--- src/rtl/mem_access_unit_if.sv ---
// Pipeline-to-MEM-stage and data-bus signal bundle for mem_access_unit.
// The slave modport is the unit itself; the master modport is the pipeline/bus side.
interface mem_access_unit_if;
  logic        i_valid;
  logic        i_mem_read;
  logic        i_mem_write;
  logic [2:0]  i_funct3;
  logic [31:0] i_addr;
  logic [31:0] i_wdata;
  logic        o_stall;
  logic        o_dmem_req;
  logic        o_dmem_we;
  logic [31:0] o_dmem_addr;
  logic [31:0] o_dmem_wdata;
  logic [3:0]  o_dmem_be;
  logic        i_dmem_ready;
  logic        i_dmem_rvalid;
  logic [31:0] i_dmem_rdata;
  logic [31:0] o_rdata;
  logic        o_rdata_valid;
  logic        o_fault;
  logic        o_bus_err;
  logic [31:0] o_fault_addr;

  modport slave (
    input  i_valid, i_mem_read, i_mem_write, i_funct3, i_addr, i_wdata,
    input  i_dmem_ready, i_dmem_rvalid, i_dmem_rdata,
    output o_stall, o_dmem_req, o_dmem_we, o_dmem_addr, o_dmem_wdata, o_dmem_be,
    output o_rdata, o_rdata_valid, o_fault, o_bus_err, o_fault_addr
  );

  modport master (
    output i_valid, i_mem_read, i_mem_write, i_funct3, i_addr, i_wdata,
    output i_dmem_ready, i_dmem_rvalid, i_dmem_rdata,
    input  o_stall, o_dmem_req, o_dmem_we, o_dmem_addr, o_dmem_wdata, o_dmem_be,
    input  o_rdata, o_rdata_valid, o_fault, o_bus_err, o_fault_addr
  );
endinterface

--- src/rtl/mem_access_unit.sv ---
// MEM-stage load/store unit: store done in 2 cycles, load in 3 (plus bus wait states).
// Holds the bus request until i_dmem_ready and stalls the pipeline until done or timeout.
module mem_access_unit #(
  parameter int TIMEOUT_CYCLES = 255
) (
  input  logic             clk,
  input  logic             rstn,
  mem_access_unit_if.slave mau
);

  localparam int CW = (TIMEOUT_CYCLES > 1) ? $clog2(TIMEOUT_CYCLES) : 1;
  localparam logic [CW-1:0] CNT_LAST = CW'(TIMEOUT_CYCLES - 1);

  typedef enum logic [1:0] {IDLE = 2'd0, REQ = 2'd1, WAIT = 2'd2} state_e;

  typedef struct packed {
    logic [29:0] word;
    logic [1:0]  off;
    logic [1:0]  size;
    logic        uns;
    logic        we;
    logic [31:0] wdata;
    logic [3:0]  be;
  } req_t;

  state_e      state_q, state_d;
  logic [CW-1:0] cnt_q, cnt_d;
  req_t        req_q, req_d;
  logic        fault_q, fault_d;
  logic        bus_err_q, bus_err_d;
  logic [31:0] fault_addr_q, fault_addr_d;

  logic        start;
  logic        st_we;
  logic        illegal;
  logic [3:0]  fmt_be;
  logic [31:0] fmt_wdata;
  logic        done;
  logic        expiring;
  logic        rdata_vld;
  logic        stall;
  logic [31:0] lane;
  logic [31:0] load_dat;

  always_comb begin
    start   = (state_q == IDLE) && mau.i_valid && (mau.i_mem_read || mau.i_mem_write);
    // read wins when both qualifiers are set
    st_we   = !mau.i_mem_read && mau.i_mem_write;
    illegal = (mau.i_funct3 == 3'b011) || (mau.i_funct3 == 3'b110) || (mau.i_funct3 == 3'b111)
           || (st_we && mau.i_funct3[2])
           || ((mau.i_funct3[1:0] == 2'b01) && mau.i_addr[0])
           || ((mau.i_funct3[1:0] == 2'b10) && (mau.i_addr[1:0] != 2'b00));

    fmt_be    = 4'b0000;
    fmt_wdata = mau.i_wdata;
    case (mau.i_funct3[1:0])
      2'b00: begin
        fmt_be    = 4'b0001 << mau.i_addr[1:0];
        fmt_wdata = {4{mau.i_wdata[7:0]}};
      end
      2'b01: begin
        fmt_be    = mau.i_addr[1] ? 4'b1100 : 4'b0011;
        fmt_wdata = {2{mau.i_wdata[15:0]}};
      end
      2'b10:   fmt_be = 4'b1111;
      default: fmt_be = 4'b0000;
    endcase

    state_d      = state_q;
    cnt_d        = cnt_q;
    req_d        = req_q;
    fault_d      = 1'b0;
    bus_err_d    = 1'b0;
    fault_addr_d = fault_addr_q;
    done         = 1'b0;
    expiring     = 1'b0;
    rdata_vld    = 1'b0;

    case (state_q)
      IDLE: begin
        if (start && illegal) begin
          fault_d      = 1'b1;
          fault_addr_d = mau.i_addr;
        end else if (start) begin
          req_d.word  = mau.i_addr[31:2];
          req_d.off   = mau.i_addr[1:0];
          req_d.size  = mau.i_funct3[1:0];
          req_d.uns   = mau.i_funct3[2];
          req_d.we    = st_we;
          req_d.wdata = fmt_wdata;
          req_d.be    = fmt_be;
          state_d     = REQ;
        end
      end
      REQ: begin
        if (mau.i_dmem_ready && req_q.we) begin
          done    = 1'b1;
          state_d = IDLE;
        end else if (mau.i_dmem_ready) begin
          cnt_d   = '0;
          state_d = WAIT;
        end
      end
      WAIT: begin
        if (mau.i_dmem_rvalid) begin
          done      = 1'b1;
          rdata_vld = 1'b1;
          state_d   = IDLE;
        end else if (cnt_q == CNT_LAST) begin
          expiring  = 1'b1;
          bus_err_d = 1'b1;
          state_d   = IDLE;
        end else begin
          cnt_d = cnt_q + 1'b1;
        end
      end
      default: state_d = IDLE;
    endcase

    stall = (start && !illegal) || ((state_q != IDLE) && !done && !expiring);

    // halfword offsets are always 0 or 2, so the byte shift also selects the half lane
    lane = mau.i_dmem_rdata >> {req_q.off, 3'b000};
    case (req_q.size)
      2'b00:   load_dat = req_q.uns ? {24'b0, lane[7:0]} : {{24{lane[7]}}, lane[7:0]};
      2'b01:   load_dat = req_q.uns ? {16'b0, lane[15:0]} : {{16{lane[15]}}, lane[15:0]};
      default: load_dat = lane;
    endcase
  end

  always_ff @(posedge clk) begin
    if (!rstn) begin
      state_q      <= IDLE;
      cnt_q        <= '0;
      req_q        <= '0;
      fault_q      <= 1'b0;
      bus_err_q    <= 1'b0;
      fault_addr_q <= '0;
    end else begin
      state_q      <= state_d;
      cnt_q        <= cnt_d;
      req_q        <= req_d;
      fault_q      <= fault_d;
      bus_err_q    <= bus_err_d;
      fault_addr_q <= fault_addr_d;
    end
  end

  // every output is forced low while reset is held, including the combinational ones
  assign mau.o_stall       = rstn && stall;
  assign mau.o_dmem_req    = rstn && (state_q == REQ);
  assign mau.o_dmem_we     = rstn && (state_q == REQ) && req_q.we;
  assign mau.o_dmem_be     = (rstn && (state_q == REQ)) ? req_q.be : 4'b0000;
  assign mau.o_dmem_addr   = rstn ? {req_q.word, 2'b00} : 32'b0;
  assign mau.o_dmem_wdata  = rstn ? req_q.wdata : 32'b0;
  assign mau.o_rdata_valid = rstn && rdata_vld;
  assign mau.o_rdata       = (rstn && rdata_vld) ? load_dat : 32'b0;
  assign mau.o_fault       = rstn && fault_q;
  assign mau.o_bus_err     = rstn && bus_err_q;
  assign mau.o_fault_addr  = rstn ? fault_addr_q : 32'b0;

endmodule

--- src/flat_wrapper.sv ---
// flat-port wrapper written by rule: the top's interface ports become plain ports
module mem_access_unit_flat 
#(
  parameter int TIMEOUT_CYCLES = 255
)
  (clk, rstn, mau_i_valid, mau_i_mem_read, mau_i_mem_write, mau_i_funct3, mau_i_addr, mau_i_wdata, mau_i_dmem_ready, mau_i_dmem_rvalid, mau_i_dmem_rdata, mau_o_stall, mau_o_dmem_req, mau_o_dmem_we, mau_o_dmem_addr, mau_o_dmem_wdata, mau_o_dmem_be, mau_o_rdata, mau_o_rdata_valid, mau_o_fault, mau_o_bus_err, mau_o_fault_addr);
  mem_access_unit_if mau_i ();
  input  logic clk;
  input  logic rstn;
  input wire logic [$bits(mau_i.i_valid)-1:0] mau_i_valid;
  input wire logic [$bits(mau_i.i_mem_read)-1:0] mau_i_mem_read;
  input wire logic [$bits(mau_i.i_mem_write)-1:0] mau_i_mem_write;
  input wire logic [$bits(mau_i.i_funct3)-1:0] mau_i_funct3;
  input wire logic [$bits(mau_i.i_addr)-1:0] mau_i_addr;
  input wire logic [$bits(mau_i.i_wdata)-1:0] mau_i_wdata;
  input wire logic [$bits(mau_i.i_dmem_ready)-1:0] mau_i_dmem_ready;
  input wire logic [$bits(mau_i.i_dmem_rvalid)-1:0] mau_i_dmem_rvalid;
  input wire logic [$bits(mau_i.i_dmem_rdata)-1:0] mau_i_dmem_rdata;
  output wire logic [$bits(mau_i.o_stall)-1:0] mau_o_stall;
  output wire logic [$bits(mau_i.o_dmem_req)-1:0] mau_o_dmem_req;
  output wire logic [$bits(mau_i.o_dmem_we)-1:0] mau_o_dmem_we;
  output wire logic [$bits(mau_i.o_dmem_addr)-1:0] mau_o_dmem_addr;
  output wire logic [$bits(mau_i.o_dmem_wdata)-1:0] mau_o_dmem_wdata;
  output wire logic [$bits(mau_i.o_dmem_be)-1:0] mau_o_dmem_be;
  output wire logic [$bits(mau_i.o_rdata)-1:0] mau_o_rdata;
  output wire logic [$bits(mau_i.o_rdata_valid)-1:0] mau_o_rdata_valid;
  output wire logic [$bits(mau_i.o_fault)-1:0] mau_o_fault;
  output wire logic [$bits(mau_i.o_bus_err)-1:0] mau_o_bus_err;
  output wire logic [$bits(mau_i.o_fault_addr)-1:0] mau_o_fault_addr;
  assign mau_i.i_valid = mau_i_valid;
  assign mau_i.i_mem_read = mau_i_mem_read;
  assign mau_i.i_mem_write = mau_i_mem_write;
  assign mau_i.i_funct3 = mau_i_funct3;
  assign mau_i.i_addr = mau_i_addr;
  assign mau_i.i_wdata = mau_i_wdata;
  assign mau_i.i_dmem_ready = mau_i_dmem_ready;
  assign mau_i.i_dmem_rvalid = mau_i_dmem_rvalid;
  assign mau_i.i_dmem_rdata = mau_i_dmem_rdata;
  assign mau_o_stall = mau_i.o_stall;
  assign mau_o_dmem_req = mau_i.o_dmem_req;
  assign mau_o_dmem_we = mau_i.o_dmem_we;
  assign mau_o_dmem_addr = mau_i.o_dmem_addr;
  assign mau_o_dmem_wdata = mau_i.o_dmem_wdata;
  assign mau_o_dmem_be = mau_i.o_dmem_be;
  assign mau_o_rdata = mau_i.o_rdata;
  assign mau_o_rdata_valid = mau_i.o_rdata_valid;
  assign mau_o_fault = mau_i.o_fault;
  assign mau_o_bus_err = mau_i.o_bus_err;
  assign mau_o_fault_addr = mau_i.o_fault_addr;
  mem_access_unit #(.TIMEOUT_CYCLES(TIMEOUT_CYCLES)) u_core (.clk(clk), .rstn(rstn), .mau(mau_i));
endmodule
--- config.mk ---
export PLATFORM = sky130hd
export DESIGN_NAME = mem_access_unit_flat
export DESIGN_NICKNAME = d
export VERILOG_FILES = /design/src/rtl/mem_access_unit_if.sv /design/src/rtl/mem_access_unit.sv /design/src/flat_wrapper.sv
export SDC_FILE = /design/constraint.sdc
export NUM_CORES = 1
export LEC_CHECK = 0
export ABC_AREA = 1
export ABC_CLOCK_PERIOD_IN_PS = 2009
export CAP_MARGIN = 20
export CORE_ASPECT_RATIO = 1.1
export CORE_MARGIN = 10
export CORE_UTILIZATION = 45
export CTS_CLUSTER_DIAMETER = 80
export CTS_CLUSTER_SIZE = 12
export DETAILED_ROUTE_END_ITERATION = 7
export GPL_ROUTABILITY_DRIVEN = 0
export PLACE_DENSITY = 0.88
export SLEW_MARGIN = 20
export SYNTH_ARGS = -nofsm -noshare
export SYNTH_HDL_FRONTEND = slang
export SYNTH_SLANG_ARGS = --single-unit
export TNS_END_PERCENT = 20
--- constraint.sdc ---
create_clock -name clk -period 2.01 [get_ports clk]
set_input_delay 0.201 -clock clk [delete_from_list [all_inputs] [get_ports clk]]
set_output_delay 0.201 -clock clk [all_outputs]
set_load 0.1 [all_outputs]
# Yosys cells after proc, flatten, opt, wreduce, memory -nomap -nowiden
# Cells that the tools add are included.
totals:
  register_bits: 116
  input_bits: 106
  out_inout_bits: 138
  wordCells: 103
classes:
  add_sub_neg: 1
  eq_ne: 17
  shifts: 2
  n_mux: 31
  n_bitwise: 1
  n_reduce_logical: 39
ops:
  columns: ["operator", "count"]
  rows:
  - ["2-to-1 mux 32 bit", 6]
  - ["case mux 32 bit (2 select lines)", 2]
  - ["2-to-1 mux 8 bit", 4]
  - [">> shifter 32 x 5 -> 32 bit", 1]
  - ["logical AND 1 bit", 17]
  - ["case mux 8 bit (2 select lines)", 1]
  - ["2-to-1 mux 2 bit", 6]
  - ["case mux 4 bit (3 select lines)", 1]
  - ["inequality test 2 bit, second input constant", 5]
  - ["adder 8 x 1 -> 8 bit, second input constant", 1]
  - ["equality test 8 bit, second input constant", 1]
  - ["2-to-1 mux 4 bit", 2]
  - ["logical OR 1 bit", 7]
  - ["2-to-1 mux 1 bit", 7]
  - ["equality test 2 x 1 -> 1 bit, second input constant", 3]
  - ["equality test 3 bit, second input constant", 2]
  - ["logical NOT 2 bit", 3]
  - ["inequality test 3 x 2 -> 1 bit, second input constant", 2]
  - ["case mux 2 bit (3 select lines)", 1]
  - ["nonzero test 2 bit", 3]
  - ["AND reduction 5 bit", 1]
  - ["equality test 2 bit, second input constant", 2]
  - ["logical NOT 1 bit", 4]
  - ["AND reduction 2 bit", 2]
  - ["7 further kinds", 7]

# Depth between registers and ports, before layout
depth:
  depth_word: 10
  depth_mapped: 11
  depth_no_buf: 11

# Least setup slack after synthesis
# No wires, ideal clock.
synth_timing:
  path_kind: "register to output"
  start: "reg u_core.state_q[0]"
  end: "out mau_o_rdata[10]"
  arrival_time_ns: 3.507
  required_ns: 1.809
  slack_ns: -1.698
  stages_incl_launch_ff: 8
  path_buffers: 1
  path_cell_list: "dfxtp_1 inv_1 ha_1 nand2_1 nor2_2 inv_2 clkbuf_1 a21oi_1"
synth_between:
  elab_chain_cells: 4
synth_rtl:
  columns: ["item", "line", "source"]
  rows:
  - ["start, declared", "mem_access_unit.sv:26", "state_e state_q, state_d;"]
  - ["start signal, assigned", "mem_access_unit.sv:140", "state_q <= state_d;"]
  - ["equality test 2 bit", "mem_access_unit.sv:79", "case (state_q)"]
  - ["2-to-1 mux 1 bit", "mem_access_unit.sv:79", null]
  - ["logical AND 1 bit", null, null]
  - ["via mau_o_rdata_valid", "flat_wrapper.sv:26", "output wire logic [$bits(mau_i.o_rdata_valid)-1:0] mau_o_rdata_valid;"]
  - ["2-to-1 mux 32 bit", "mem_access_unit.sv:157", "assign mau.o_rdata = (rstn && rdata_vld) ? load_dat : 32'b0;"]
  - ["end, declared", "flat_wrapper.sv:25", "output wire logic [$bits(mau_i.o_rdata)-1:0] mau_o_rdata;"]
# The timed path passes the listed nets, and every way through them passes these cells.

# Worst setup path after layout
layout_timing:
  start: "reg u_core.req_q[40] in the netlist's numbering"
  end: "out mau_o_rdata[23]"
layout_between:
  elab_chain_cells: 4
  elab_cells_between_ends: 5
  classes_between: "shift: 1; mux: 4"
layout_rtl:
  columns: ["item", "line", "source"]
  rows:
  - ["start, declared", "mem_access_unit.sv:28", "req_t req_q, req_d;"]
  - ["start signal, assigned", "mem_access_unit.sv:142", "req_q <= req_d;"]
  - [">> shifter 32 x 5 -> 32 bit (*)", "mem_access_unit.sv:123", "lane = mau.i_dmem_rdata >> {req_q.off, 3'b000};"]
  - ["2-to-1 mux 32 bit (on tied branches)", "mem_access_unit.sv:126, mem_access_unit.sv:125", null]
  - ["case mux 32 bit (2 select lines) (*)", "mem_access_unit.sv:124", "case (req_q.size)"]
  - ["2-to-1 mux 32 bit (*)", "mem_access_unit.sv:157", null]
# Mark *: on every way between the ends. The rest lies on a longest branch, timed or not.

==> run summary <==
Cell Area, Synth: 6536 um^2
Post-Synth Adder-Cell Area: 0.01149
Die Ht: 146.4 um
Commonest non-fill, non-tap cell in the layout: nand2_1
Die width: 134.9 um
Global routing usage on met3: 0.07481
Max_cap viols: 0
Placement-stage cell area: 10810 um^2
Antenna cells: 0
CTS H-Tree Depth: 4
Leak: 5.378 nW
Net Sw Power: 4.520 mW
Clock tree sinks: 116
CP max stage delay: 0.35 ns
Skew-Pair Late Insertion Delay: 0.41 ns
Ys Warns: 0
Overall die area: 19750 um^2
Combinational group share of total power: 0.453
Post-synthesis register bit count: 116
Most used cell, CP: nand2_4
Max stage delay cell, worst path: dfxtp_4
CTS buffer count: 17
CP max FO: 8
Failing checks: negative setup slack
Synth Instances: 1037
DRT iter0 DRCs: 604
Fillers: 795
Synth Area in Simple Gates: 0.2389
Setup WS pre-CTS: 0.01619 ns
Clk pwr share: 0.286
DRT Wirelength: 26180 um
Hold buffers post-CTS: 0
Pin count of the biggest net entering global routing: 84
Final Max Slew Viols: 0
Switch share: 0.4107
Grt peak-use layer: met2
DRC: 0
CP top delay family: simple AND/OR/NAND/NOR gates
Post-synthesis mux area share: 0
Status: finished with violations
Core area: 14330 um^2
Layout area overhead: 79.42%
Startpoint Class: flop
Part of the power in registers: 0.261
Dpl hpwl: 18910 um
Root buffer cell: clkbuf_16
Worst setup margin: -0.1730 ns
Worst EP required: 1.81 ns
Register area: 2336 um^2
# setup viols final: 33
Worst VDD drop: 0.7309 mV
RSZ-0062 raised after global routing: true
IO Count: 244
Final worst path period share: 1.086
Max Root-Sink Buffers: 2
Initial Utilization: 0.4561
Fin nets: 1387
Input/output buffers: 241
CTS tree: done
Final core utilization: 0.8183
Met1 usage: 0.2594
Layout cell share with drive strength beyond 1: 0.2630
All-Layer GR Usage: 0.2466
Bufs and invs on worst path: 3
Row cnt: 46
Post-synthesis sequential area ratio: 0.3553
Data arrival, critical path: 1.98 ns
Vias in the first global route: 7504
Initial antenna violation count: 1
DR vias/cell: 5.188
Avg Inst Size Synth: 6.303 um^2
Setup CP Type: reg2out
Post-synthesis xor/xnor area fraction: 0.004020
Via Count: 7662
Most frequent cells in the layout: nand2_1 (253), inv_1 (188), buf_12 (143), dfxtp_1 (111), clkdlybuf4s50_1 (104)
Area of the multi-input gates: 3493 um^2
Routed len/inst: 17.73 um
Design area: 11730 um^2
Hold Slack: 0.1741 ns
Worst reg2reg path depth: 9
Count of cell types in the netlist: 29
Pwr/cell area: 938.4 nW/um^2
Cell Int Power: 6.485 mW
GRT Residual Overflow: 0
Crit path cell chain: buf_6 > nand2_4 > nand2_2 > o21a_1 > nand2_4 > nand3_4 > nand2_1 > clkinvlp_4 > buf_12
Compound-Gate Fraction of Synth Area: 0.2127
Final hold vios: 0
Final min period: 2.183 ns
DRT antenna net count: 0
Cell count of the worst hold path: 3
Levels on crit path: 9
Largest family of logic cells by synthesized area: simple AND/OR/NAND/NOR gates
F_max: 458.1 MHz
First-pass DRT Iterations: 5
Worst hold path type: in2reg
Clk_skew: 0.01124 ns
Worst Setup End Kind: output port
Met2 Use GR: 0.4285
Global-route wire length before repair: 39360 um
Worst-path clk slew: 0.05 ns
==> repair_timing <==
item | in CTS | in global routing
setup endpoints to repair | 33 | 40
hold endpoints to repair | 0 | 0
pin swaps | 4 | 9
cloned | 1 | 0
setup buffers | 4 | 6
gates resized for setup | 29 | 37
==> sequential cells by signal, indices dropped and copies added, names as in the netlist <==
| signal | cells |
|---|---|
| u_core.req_q | 72 |
| u_core.cnt_q | 8 |
| u_core.bus_err_q | 1 |
| u_core.fault_addr_q | 32 |
| u_core.state_q | 2 |
| u_core.fault_q | 1 |
==> cells by family after synthesis <==
family,Yosys count
adders and majority gates,6
other,1
DFF,116
AOI/OAI and AO/OA,250
buffers and inverters,278
xor gates and xnor gates,3
and+or+nand+nor,383
==> layout make-up <==
type | instances | share of cell area
Inverter | 214 | 0.07468
Clock inverter | 9 | 0.01323
Tap cell | 192 | 0.02048
Multi-Input combinational cell | 645 | 0.2979
Clock buffer | 20 | 0.03894
Timing Repair Buffer | 281 | 0.3556
Sequential cell | 116 | 0.1992
==> synthesized netlist by cell type <==
cell type | n | share of area
nor2_1 | 59 | 0.034
nand3_1 | 36 | 0.028
clkbuf_2 | 2 | 0.0015
dfxtp_1 | 116 | 0.36
nand2_1 | 268 | 0.15
a21oi_1 | 107 | 0.082
clkbuf_1 | 28 | 0.016
nor2_2 | 2 | 0.0019
xor2_1 | 3 | 0.0040
nor3_1 | 3 | 0.0023
o21ai_0 | 99 | 0.076
o211ai_1 | 6 | 0.0069
nand2_2 | 8 | 0.0077
buf_4 | 4 | 0.0046
a31oi_1 | 7 | 0.0067
buf_1 | 3 | 0.0017
o21a_1 | 1 | 0.0011
nand2_4 | 1 | 0.0017
a21oi_2 | 30 | 0.040
inv_1 | 209 | 0.12
buf_2 | 17 | 0.013
or2_2 | 2 | 0.0019
nor2_4 | 1 | 0.0017
buf_6 | 10 | 0.017
ha_1 | 6 | 0.011
nand3_4 | 2 | 0.0054
nand4_1 | 1 | 0.00096
conb_1 | 1 | 0.00057
inv_2 | 5 | 0.0029
==> power by group through the flow <==
stage / clock network (mW) / registers, mW / logic (mW)
6_report: 3.14 / 2.87 / 4.99
5_1_grt: 3.28 / 2.90 / 5.24
4_1_cts: 3.18 / 2.85 / 4.78
3_5_place_dp: 0 / 2.88 / 4.66
3_3_place_gp: 0 / 2.86 / 4.56
2_1_floorplan: 0 / 2.83 / 3.06
==> layer usage <==
layer	share of wire	wire length, um	vias up
met2	0.51	13450	361
met4	0.048	1246	2
met5	0.00076	20	-
met3	0.080	2095	88
met1	0.36	9370	3554
li1	-	-	3657
==> worst paths after layout <==
check                    start               end  slack (ns)
min                       rstn   u_core.cnt_q[4]        0.17
max reg2reg  u_core.state_q[0]  u_core.req_q[55]        0.12
max           u_core.req_q[40]   mau_o_rdata[23]       -0.17
min reg2reg   u_core.req_q[17]  u_core.req_q[17]        0.44
==> stage by stage <==
step	setup TNS [ns]	instances	total power [mW]
3_3_place_gp	0	1437	7.420
6_report	-2.881	1477	11.00
2_1_floorplan	-8.624	1038	5.886
5_1_grt	-5.165	1477	11.42
4_1_cts	-2.320	1471	10.81
3_5_place_dp	0	1437	7.545
==> worst register-to-register path: cells and delay by family, from the launching register on <==
family	cells	cell delay (ns)
fa+ha+maj	1	0.16
simple gates	3	0.48
compound gates	2	0.36
flops	1	0.36
buf+inv	3	0.42
Note: power is estimated with default switching activity, not from simulation.
